## src/rtl/mult_div_unit_if.sv

```systemverilog
// Bus between the execute stage and the multiply/divide unit.
// The master side launches operations and issues MTHI/MTLO writes.
// The slave side returns busy/done and the architectural HI/LO values.
interface mult_div_unit_if #(
  parameter int WIDTH = 32
);
  logic             start;
  logic [1:0]       op;
  logic [WIDTH-1:0] srcA;
  logic [WIDTH-1:0] srcB;
  logic             hiWrite;
  logic             loWrite;
  logic [WIDTH-1:0] wrData;
  logic             busy;
  logic             done;
  logic [WIDTH-1:0] hi;
  logic [WIDTH-1:0] lo;

  modport master (
    output start, op, srcA, srcB, hiWrite, loWrite, wrData,
    input  busy, done, hi, lo
  );

  modport slave (
    input  start, op, srcA, srcB, hiWrite, loWrite, wrData,
    output busy, done, hi, lo
  );
endinterface

```

## src/rtl/mult_div_unit.sv

```systemverilog
// Iterative multiply/divide unit that owns the HI/LO registers.
// Operands are reduced to unsigned magnitudes at launch.
// Multiply uses radix-2 shift-add and divide uses restoring shift-subtract.
// Both run one bit per cycle and share a single double-width accumulator.
// Signs are restored in a final cycle before HI/LO are written.
module mult_div_unit #(
  parameter int WIDTH = 32
) (
  input logic            clk,
  input logic            rst,
  mult_div_unit_if.slave bus
);
  localparam int CW = $clog2(WIDTH);

  typedef enum logic [1:0] {IDLE, CALC, FINISH} state_t;

  state_t               state, state_next;
  logic [CW-1:0]        count;
  logic                 is_div;
  logic                 sign_a, sign_b;
  logic [WIDTH-1:0]     opnd;
  logic [2*WIDTH-1:0]   acc;
  logic [WIDTH-1:0]     hi_q, lo_q;
  logic                 done_q;

  logic                 in_signed;
  logic [WIDTH-1:0]     mag_a, mag_b;
  logic [WIDTH:0]       mul_sum;
  logic [WIDTH:0]       rem_shift;
  logic                 rem_ge;
  logic [WIDTH-1:0]     rem_sub;
  logic [2*WIDTH-1:0]   acc_step;
  logic                 div_zero;
  logic [2*WIDTH-1:0]   prod_fix;
  logic [WIDTH-1:0]     quo_fix, rem_fix;

  assign bus.busy = (state != IDLE);
  assign bus.done = done_q;
  assign bus.hi   = hi_q;
  assign bus.lo   = lo_q;

  // Operand magnitudes at launch; unsigned ops pass straight through
  always_comb begin
    in_signed = ~bus.op[0];
    mag_a     = (in_signed && bus.srcA[WIDTH-1]) ? -bus.srcA : bus.srcA;
    mag_b     = (in_signed && bus.srcB[WIDTH-1]) ? -bus.srcB : bus.srcB;
  end

  // One multiply or divide iteration on the shared accumulator
  always_comb begin
    mul_sum   = {1'b0, acc[2*WIDTH-1:WIDTH]} + (acc[0] ? {1'b0, opnd} : '0);
    rem_shift = {acc[2*WIDTH-1:WIDTH], acc[WIDTH-1]};
    rem_ge    = (rem_shift >= {1'b0, opnd});
    rem_sub   = rem_shift[WIDTH-1:0] - opnd;
    acc_step  = {mul_sum, acc[WIDTH-1:1]};
    if (is_div) begin
      if (rem_ge) acc_step = {rem_sub, acc[WIDTH-2:0], 1'b1};
      else        acc_step = {rem_shift[WIDTH-1:0], acc[WIDTH-2:0], 1'b0};
    end
  end

  // Sign restoration; a zero divisor keeps the raw restoring result
  always_comb begin
    div_zero = (opnd == '0);
    prod_fix = (sign_a ^ sign_b) ? -acc : acc;
    quo_fix  = ((sign_a ^ sign_b) && !div_zero) ? -acc[WIDTH-1:0] : acc[WIDTH-1:0];
    rem_fix  = (sign_a && !div_zero) ? -acc[2*WIDTH-1:WIDTH] : acc[2*WIDTH-1:WIDTH];
  end

  // Next-state logic for the IDLE -> CALC -> FINISH sequence
  always_comb begin
    state_next = state;
    case (state)
      IDLE:    if (bus.start) state_next = CALC;
      CALC:    if (count == CW'(WIDTH - 1)) state_next = FINISH;
      FINISH:  state_next = IDLE;
      default: state_next = IDLE;
    endcase
  end

  // State register
  always_ff @(posedge clk or posedge rst) begin
    if (rst) state <= IDLE;
    else     state <= state_next;
  end

  // Datapath: launch latching, per-cycle iteration, result and MTHI/MTLO writes
  always_ff @(posedge clk or posedge rst) begin
    if (rst) begin
      count  <= '0;
      is_div <= 1'b0;
      sign_a <= 1'b0;
      sign_b <= 1'b0;
      opnd   <= '0;
      acc    <= '0;
      hi_q   <= '0;
      lo_q   <= '0;
      done_q <= 1'b0;
    end else begin
      done_q <= 1'b0;
      case (state)
        IDLE: begin
          if (bus.hiWrite) hi_q <= bus.wrData;
          if (bus.loWrite) lo_q <= bus.wrData;
          if (bus.start) begin
            is_div <= bus.op[1];
            sign_a <= in_signed & bus.srcA[WIDTH-1];
            sign_b <= in_signed & bus.srcB[WIDTH-1];
            count  <= '0;
            if (bus.op[1]) begin
              opnd <= mag_b;
              acc  <= {{WIDTH{1'b0}}, mag_a};
            end else begin
              opnd <= mag_a;
              acc  <= {{WIDTH{1'b0}}, mag_b};
            end
          end
        end
        CALC: begin
          acc   <= acc_step;
          count <= count + CW'(1);
        end
        FINISH: begin
          done_q <= 1'b1;
          if (is_div) begin
            hi_q <= rem_fix;
            lo_q <= quo_fix;
          end else begin
            hi_q <= prod_fix[2*WIDTH-1:WIDTH];
            lo_q <= prod_fix[WIDTH-1:0];
          end
        end
        default: ;
      endcase
    end
  end
endmodule
```

## src/flat_wrapper.sv

```systemverilog
// flat-port wrapper written by rule: the top's interface ports become plain ports
module mult_div_unit_flat 
#(
  parameter int WIDTH = 32
)
  (clk, rst, bus_start, bus_op, bus_srcA, bus_srcB, bus_hiWrite, bus_loWrite, bus_wrData, bus_busy, bus_done, bus_hi, bus_lo);
  mult_div_unit_if #(.WIDTH(WIDTH)) bus_i ();
  input logic clk;
  input logic rst;
  input wire logic [$bits(bus_i.start)-1:0] bus_start;
  input wire logic [$bits(bus_i.op)-1:0] bus_op;
  input wire logic [$bits(bus_i.srcA)-1:0] bus_srcA;
  input wire logic [$bits(bus_i.srcB)-1:0] bus_srcB;
  input wire logic [$bits(bus_i.hiWrite)-1:0] bus_hiWrite;
  input wire logic [$bits(bus_i.loWrite)-1:0] bus_loWrite;
  input wire logic [$bits(bus_i.wrData)-1:0] bus_wrData;
  output wire logic [$bits(bus_i.busy)-1:0] bus_busy;
  output wire logic [$bits(bus_i.done)-1:0] bus_done;
  output wire logic [$bits(bus_i.hi)-1:0] bus_hi;
  output wire logic [$bits(bus_i.lo)-1:0] bus_lo;
  assign bus_i.start = bus_start;
  assign bus_i.op = bus_op;
  assign bus_i.srcA = bus_srcA;
  assign bus_i.srcB = bus_srcB;
  assign bus_i.hiWrite = bus_hiWrite;
  assign bus_i.loWrite = bus_loWrite;
  assign bus_i.wrData = bus_wrData;
  assign bus_busy = bus_i.busy;
  assign bus_done = bus_i.done;
  assign bus_hi = bus_i.hi;
  assign bus_lo = bus_i.lo;
  mult_div_unit #(.WIDTH(WIDTH)) u_core (.clk(clk), .rst(rst), .bus(bus_i));
endmodule
```

## config.mk

```make
export PLATFORM = sky130hd
export DESIGN_NAME = mult_div_unit_flat
export DESIGN_NICKNAME = d
export VERILOG_FILES = /design/src/rtl/mult_div_unit_if.sv /design/src/rtl/mult_div_unit.sv /design/src/flat_wrapper.sv
export SDC_FILE = /design/constraint.sdc
export NUM_CORES = 1
export LEC_CHECK = 0
export BUFFER_PORTS_ARGS = -buffer_cell sky130_fd_sc_hd__buf_4
export CAP_MARGIN = 40
export CORE_MARGIN = 5
export CORE_UTILIZATION = 60
export DETAILED_ROUTE_END_ITERATION = 7
export PLACE_DENSITY = 0.87
export SYNTH_ARGS = -nofsm -noshare
export SYNTH_HDL_FRONTEND = slang
export SYNTH_SLANG_ARGS = --single-unit
```

## constraint.sdc

```tcl
create_clock -name clk -period 6.6 [get_ports clk]
set_clock_uncertainty 0.1 [all_clocks]
set_input_delay 0.33 -clock clk [delete_from_list [all_inputs] [get_ports clk]]
set_output_delay 0.33 -clock clk [all_outputs]
set_load 0.1 [all_outputs]
```

---- Yosys cells after proc, flatten, opt, wreduce, memory -nomap -nowiden ----
Cells that the tools add are included.
word-level totals
  bits in read-only memories .............. 0
  word-level logic and storage cells ...... 69
  register bits ........................... 171
  bits in writable memories ............... 0
  latch bits .............................. 0
  memories kept ........................... 0
operators by class
  magnitude comparators ................... 1
  reductions and logical operators ........ 15
  multiplexer cells ....................... 24
  add/sub/neg operators ................... 8
  shift operators ......................... 0
  $mul .................................... 0
  div/mod/pow operators ................... 0
  eq/ne operators ......................... 7
  bitwise gates (word level) .............. 4
operators with widths
  cell                   number
  $mux W32               11
  $mux W64               4
  $neg A32 Y32           4
  $pmux W32 S2           2
  $pmux W64 S2           1
  $neg A64 Y64           1
  $add A32 B33 Y33       1
  $ge A33 B32 Y1         1
  $logic_not A32 Y1      1
  $sub A32 B32 Y32       1
  $pmux W5 S2            1
  $reduce_and A2 Y1      5
  $ne A2 B2 Y1 const B   3
  $reduce_bool A2 Y1     3
  $add A5 B1 Y5 const B  1
  $eq A5 B5 Y1 const B   1
  $mux W5                1
  $logic_and A1 B1 Y1    4
  $mux W2                2
  $pmux W2 S2            1
  $and A1 B1 Y1          2
  $eq A2 B1 Y1 const B   1
  $eq A2 B2 Y1 const B   1
  $logic_not A2 Y1       1
  5 further kinds        5

---- Longest topological paths before layout ----
  depth after elaboration ................. 6
  gate-level depth with buffers ........... 15
  gate-level depth less buffers ........... 14

---- Worst setup path after synthesis ----
No wires, ideal clock.
  kind .................................... flip-flop to flip-flop
  start point ............................. register u_core.acc[0]
  end point ............................... register u_core.hi_q[18] (netlist: u_core.bus.hi[18])
  arrival time ............................ 3246 ps
  setup time .............................. 126 ps
  data required time ...................... 6374 ps
  cell stages (with the launch flop) ...... 14
  slack ................................... 3129 ps
  cells stage by stage .................... dfrtp_1 > inv_1 > clkbuf_1 > ha_1 > or3b_1 > or4_4 > nand2b_4 > or3_4 > or2_4 > nand2_4 > a21oi_2 > o21ai_2 > a21oi_1 > a221o_1
between the ends
  cells in the longest elaborated chain, start to end .. 4
RTL lines
  what                    line                  RTL
  start, declared         mult_div_unit.sv:22   logic [2*WIDTH-1:0] acc;
  start signal, assigned  mult_div_unit.sv:112  acc <= {{WIDTH{1'b0}}, mag_a};
  start signal, assigned  mult_div_unit.sv:115  acc <= {{WIDTH{1'b0}}, mag_b};
  start signal, assigned  mult_div_unit.sv:120  acc <= acc_step;
  $neg A64 Y64            mult_div_unit.sv:65   prod_fix = (sign_a ^ sign_b) ? -acc : acc;
  $mux W64                mult_div_unit.sv:65
  $mux W32                mult_div_unit.sv:125  if (is_div) begin
  $pmux W32 S2            mult_div_unit.sv:101  case (state)
  end signal, assigned    mult_div_unit.sv:103  if (bus.hiWrite) hi_q <= bus.wrData;
  end signal, assigned    mult_div_unit.sv:126  hi_q <= rem_fix;
  end signal, assigned    mult_div_unit.sv:129  hi_q <= prod_fix[2*WIDTH-1:WIDTH];
  end, declared           mult_div_unit.sv:23   logic [WIDTH-1:0] hi_q, lo_q;
Every way passes these cells.
A chain may end at the register's enable or synchronous reset.

---- Final worst setup path ----
  start point ............................. register u_core.acc[45]
  end point ............................... register u_core.acc[38]
between the ends
  cells in the longest elaborated chain, start to end .. 4
RTL lines
  what            line                  RTL
  $ge A33 B32 Y1  mult_div_unit.sv:53   rem_ge = (rem_shift >= {1'b0, opnd});
  $mux W64        mult_div_unit.sv:57   if (rem_ge) acc_step = {rem_sub, acc[WIDTH-2:0], 1'b1};
  $mux W64        mult_div_unit.sv:56   if (is_div) begin
  $pmux W64 S2    mult_div_unit.sv:101
Every way passes these cells.

==> reports/metrics.csv <==
stage,metric,value,unit
die,Starting Density,0.6056,
global_route,grt ovf,0,
clock_tree,deepest clock path buffer count,2,
cells_and_area,Multi-input gate area,9724,µm²
cells_and_area,Reg area,4280,µm²
clock_tree,CTS tree,done,
global_route,vias in the first global route,14650,
synthesis,Mapped Area,14640,µm²
sta,Setup Viol. Count Final,0,
sta,Pins Over Slew Limit,0,
sta,actual slew at the worst max-slew pin,1069,ps
synthesis,synthesized instance count,1914,
worst_setup_path,crit-path max FO,34,
worst_setup_path,critical path class,register to register,
die,num ports,169,
sta,relative slew slack,0.2877,
worst_setup_path,Worst EP arrival,4410,ps
drt,WL final,50.80,mm
die,core box area,24180,µm²
synthesis,"EDFF count, synth",0,
sta,TNS Setup,0,ps
global_route,first-pass GRT wire length,79.43,mm
placement,Routability Congestion,1.067,
cells_and_area,# nets final,2184,
sta,Fmax achieved,239.3,MHz
clock_tree,H-tree levels,4,
sta,final hold slack,44.19,ps
drt,First-pass DRT Iterations,8,
synthesis,"count leader, synth",nand2_1,
worst_setup_path,Critical Path RT,6830,ps
clock_tree,CTS buffer count,17,
die,Die X,166.2,µm
global_route,GRT Util Overall,0.3545,
hold_path,hold crit path type,primary input to register,
die,site row count,57,
drt,WL/cell,21.65,µm
clock_tree,Clock Tree Root,clkbuf_16,
synthesis,Synth Area per Inst,7.650,µm²
worst_setup_path,worst r2r src,u_core.acc[45],
clock_tree,post_cts resized,0,
sta,Final min period,4179,ps
job,max cap viols,0,
cells_and_area,share of cells above drive strength 1,0.1236,
synthesis,Synth top area share,0.2923,
die,chip height,166.2,µm
drt,"antenna viol nets, final",0,
synthesis,Synth Flop Type,dfrtp_1,
placement,DP Wirelength,38.66,mm
clock_tree,hold_buf cts,1,
synthesis,Synth top cells by count,"238 x nand2_1, 219 x o21ai_0, 190 x nor2_1",
sta,post-route clock period utilization,0.6331,
synthesis,number of synthesized register bits,171,
synthesis,Yosys warning count,0,
outcome,status,completed,
placement,Port-buffer cells,168,
drt,drt first-iter violations,2173,
worst_setup_path,critical path launch point,u_core.acc[45],
drt,Vias,15370,
synthesis,Yosys top cell by area,dfrtp_1,
hold_path,hold_sp,bus_wrData[26],
clock_tree,clk sink count,171,
global_route,largest net degree at the start of global routing,108,
cells_and_area,area delta synth->final,14.31,%
synthesis,sequential area share after synthesis,0.2923,
sta,RSZ-0062 raised after global routing,no,
synthesis,leading cell types by total area after synthesis,"dfrtp_1 29%, o21ai_0 7.5%, nand2_1 6.1%",
die,die area,27630,µm²
worst_setup_path,CP Capture Type,register,
clock_tree,postcts setup bufs,0,
worst_setup_path,CP Launch Type,register,
drt,vias per inst,6.552,
synthesis,"FFs w/ async S/R, synth",1.000,
global_route,initial antenna violation count,1,
sta,Final Hold Fails,0,
clock_tree,"Reg clk slew, reported paths",80,ps
synthesis,Post-Syn Nets,2089,
cells_and_area,number of fillers in the final layout,2017,
cells_and_area,ANT cells,0,
synthesis,Yosys cell types,73,
drt,DR DRC count,0,
clock_tree,Clock Latency Late Sink,450,ps
==> cell families (layout without fill, tap and decap cells) <==
family	Yosys count	count (layout)	share of synthesized area
compound gates	622	622	0.2596
simple gates	662	662	0.2095
xor+xnor	169	169	0.1011
flops	171	171	0.2923
buf+inv	176	284	0.04623
mux	42	42	0.02880
fa+ha+maj	72	72	0.06255
==> state kept, by name, summed over array words and instances (netlist names) <==
signal / count
u_core.state: 2
u_core.sign_a: 1
u_core.is_div: 1
u_core.sign_b: 1
u_core.bus.lo: 32
u_core.acc: 64
u_core.opnd: 32
u_core.bus.hi: 32
u_core.bus.done: 1
u_core.count: 5
==> cell type report <==
cell class / count / area share
Clock inverter: 15 / 0.01226
Timing Repair Buffer: 187 / 0.08642
Tap cell: 324 / 0.02422
Multi-Input combinational cell: 1567 / 0.5810
Sequential cell: 171 / 0.2558
Clock buffer: 17 / 0.02542
Inverter: 65 / 0.01488
==> through the flow <==
step / setup slack [ps] / cell area (µm²) / utilization / std cells
6_report: 2421 / 16740 / 0.6922 / 2346
5_1_grt: 2155 / 16740 / 0.6922 / 2346
4_1_cts: 2551 / 16740 / 0.6922 / 2346
3_5_place_dp: 2586 / 16100 / 0.6657 / 2313
3_3_place_gp: 2325 / 16020 / 0.6625 / 2308
2_1_floorplan: 1538 / 14640 / - / 1914
==> cells in the final DEF, fill, tap and decap left out, types with 18 or more instances in the layout <==
master    instances
a21o_1           33
a21oi_1         157
a31oi_1          23
and3_1           20
buf_4           183
dfrtp_1         170
ha_1             70
inv_1            63
mux2i_1          41
nand2_1         237
nand3_1          40
nor2_1          190
nor3_1           38
nor4_1           21
o211ai_1         29
o21ai_0         219
o221ai_1         22
o31ai_1          39
or3_1            18
xnor2_1          79
xor2_1           90
==> routing by layer <==
layer / track usage / vias up / share of wire
li1: - / 7053 / -
met4: 0.2117 / 0 / 0.066
met5: 0 / - / 0
met2: 0.5433 / 944 / 0.44
met1: 0.4662 / 7180 / 0.39
met3: 0.07022 / 194 / 0.10
==> worst paths after layout <==
check / slack, ps / end / cells past startpoint
min in group asynchronous: 470 / u_core.bus.lo[3] / 3
worst min-delay path: 40 / u_core.bus.hi[26] / 3
max in group asynchronous: 4520 / u_core.bus.hi[3] / 5
worst min register to register: 380 / u_core.bus.hi[25] / 2
worst max-delay path: 2420 / u_core.acc[38] / 10
worst max register to register: 2420 / u_core.acc[38] / 10
==> critical path, stage by stage (launching register included) <==
cell and delay, ps:
dfrtp_1 490, ha_1 420, a21oi_1 280, nor2b_1 80, o21a_1 170, a311oi_1 370, a31oi_1 280, a221oi_4 930
buf_4 470, o21ai_0 160, a221o_1 310
Power is left out: the tool's default activity adds up to more than one toggle a clock period on the data nets, which glitch-free logic cannot reach.
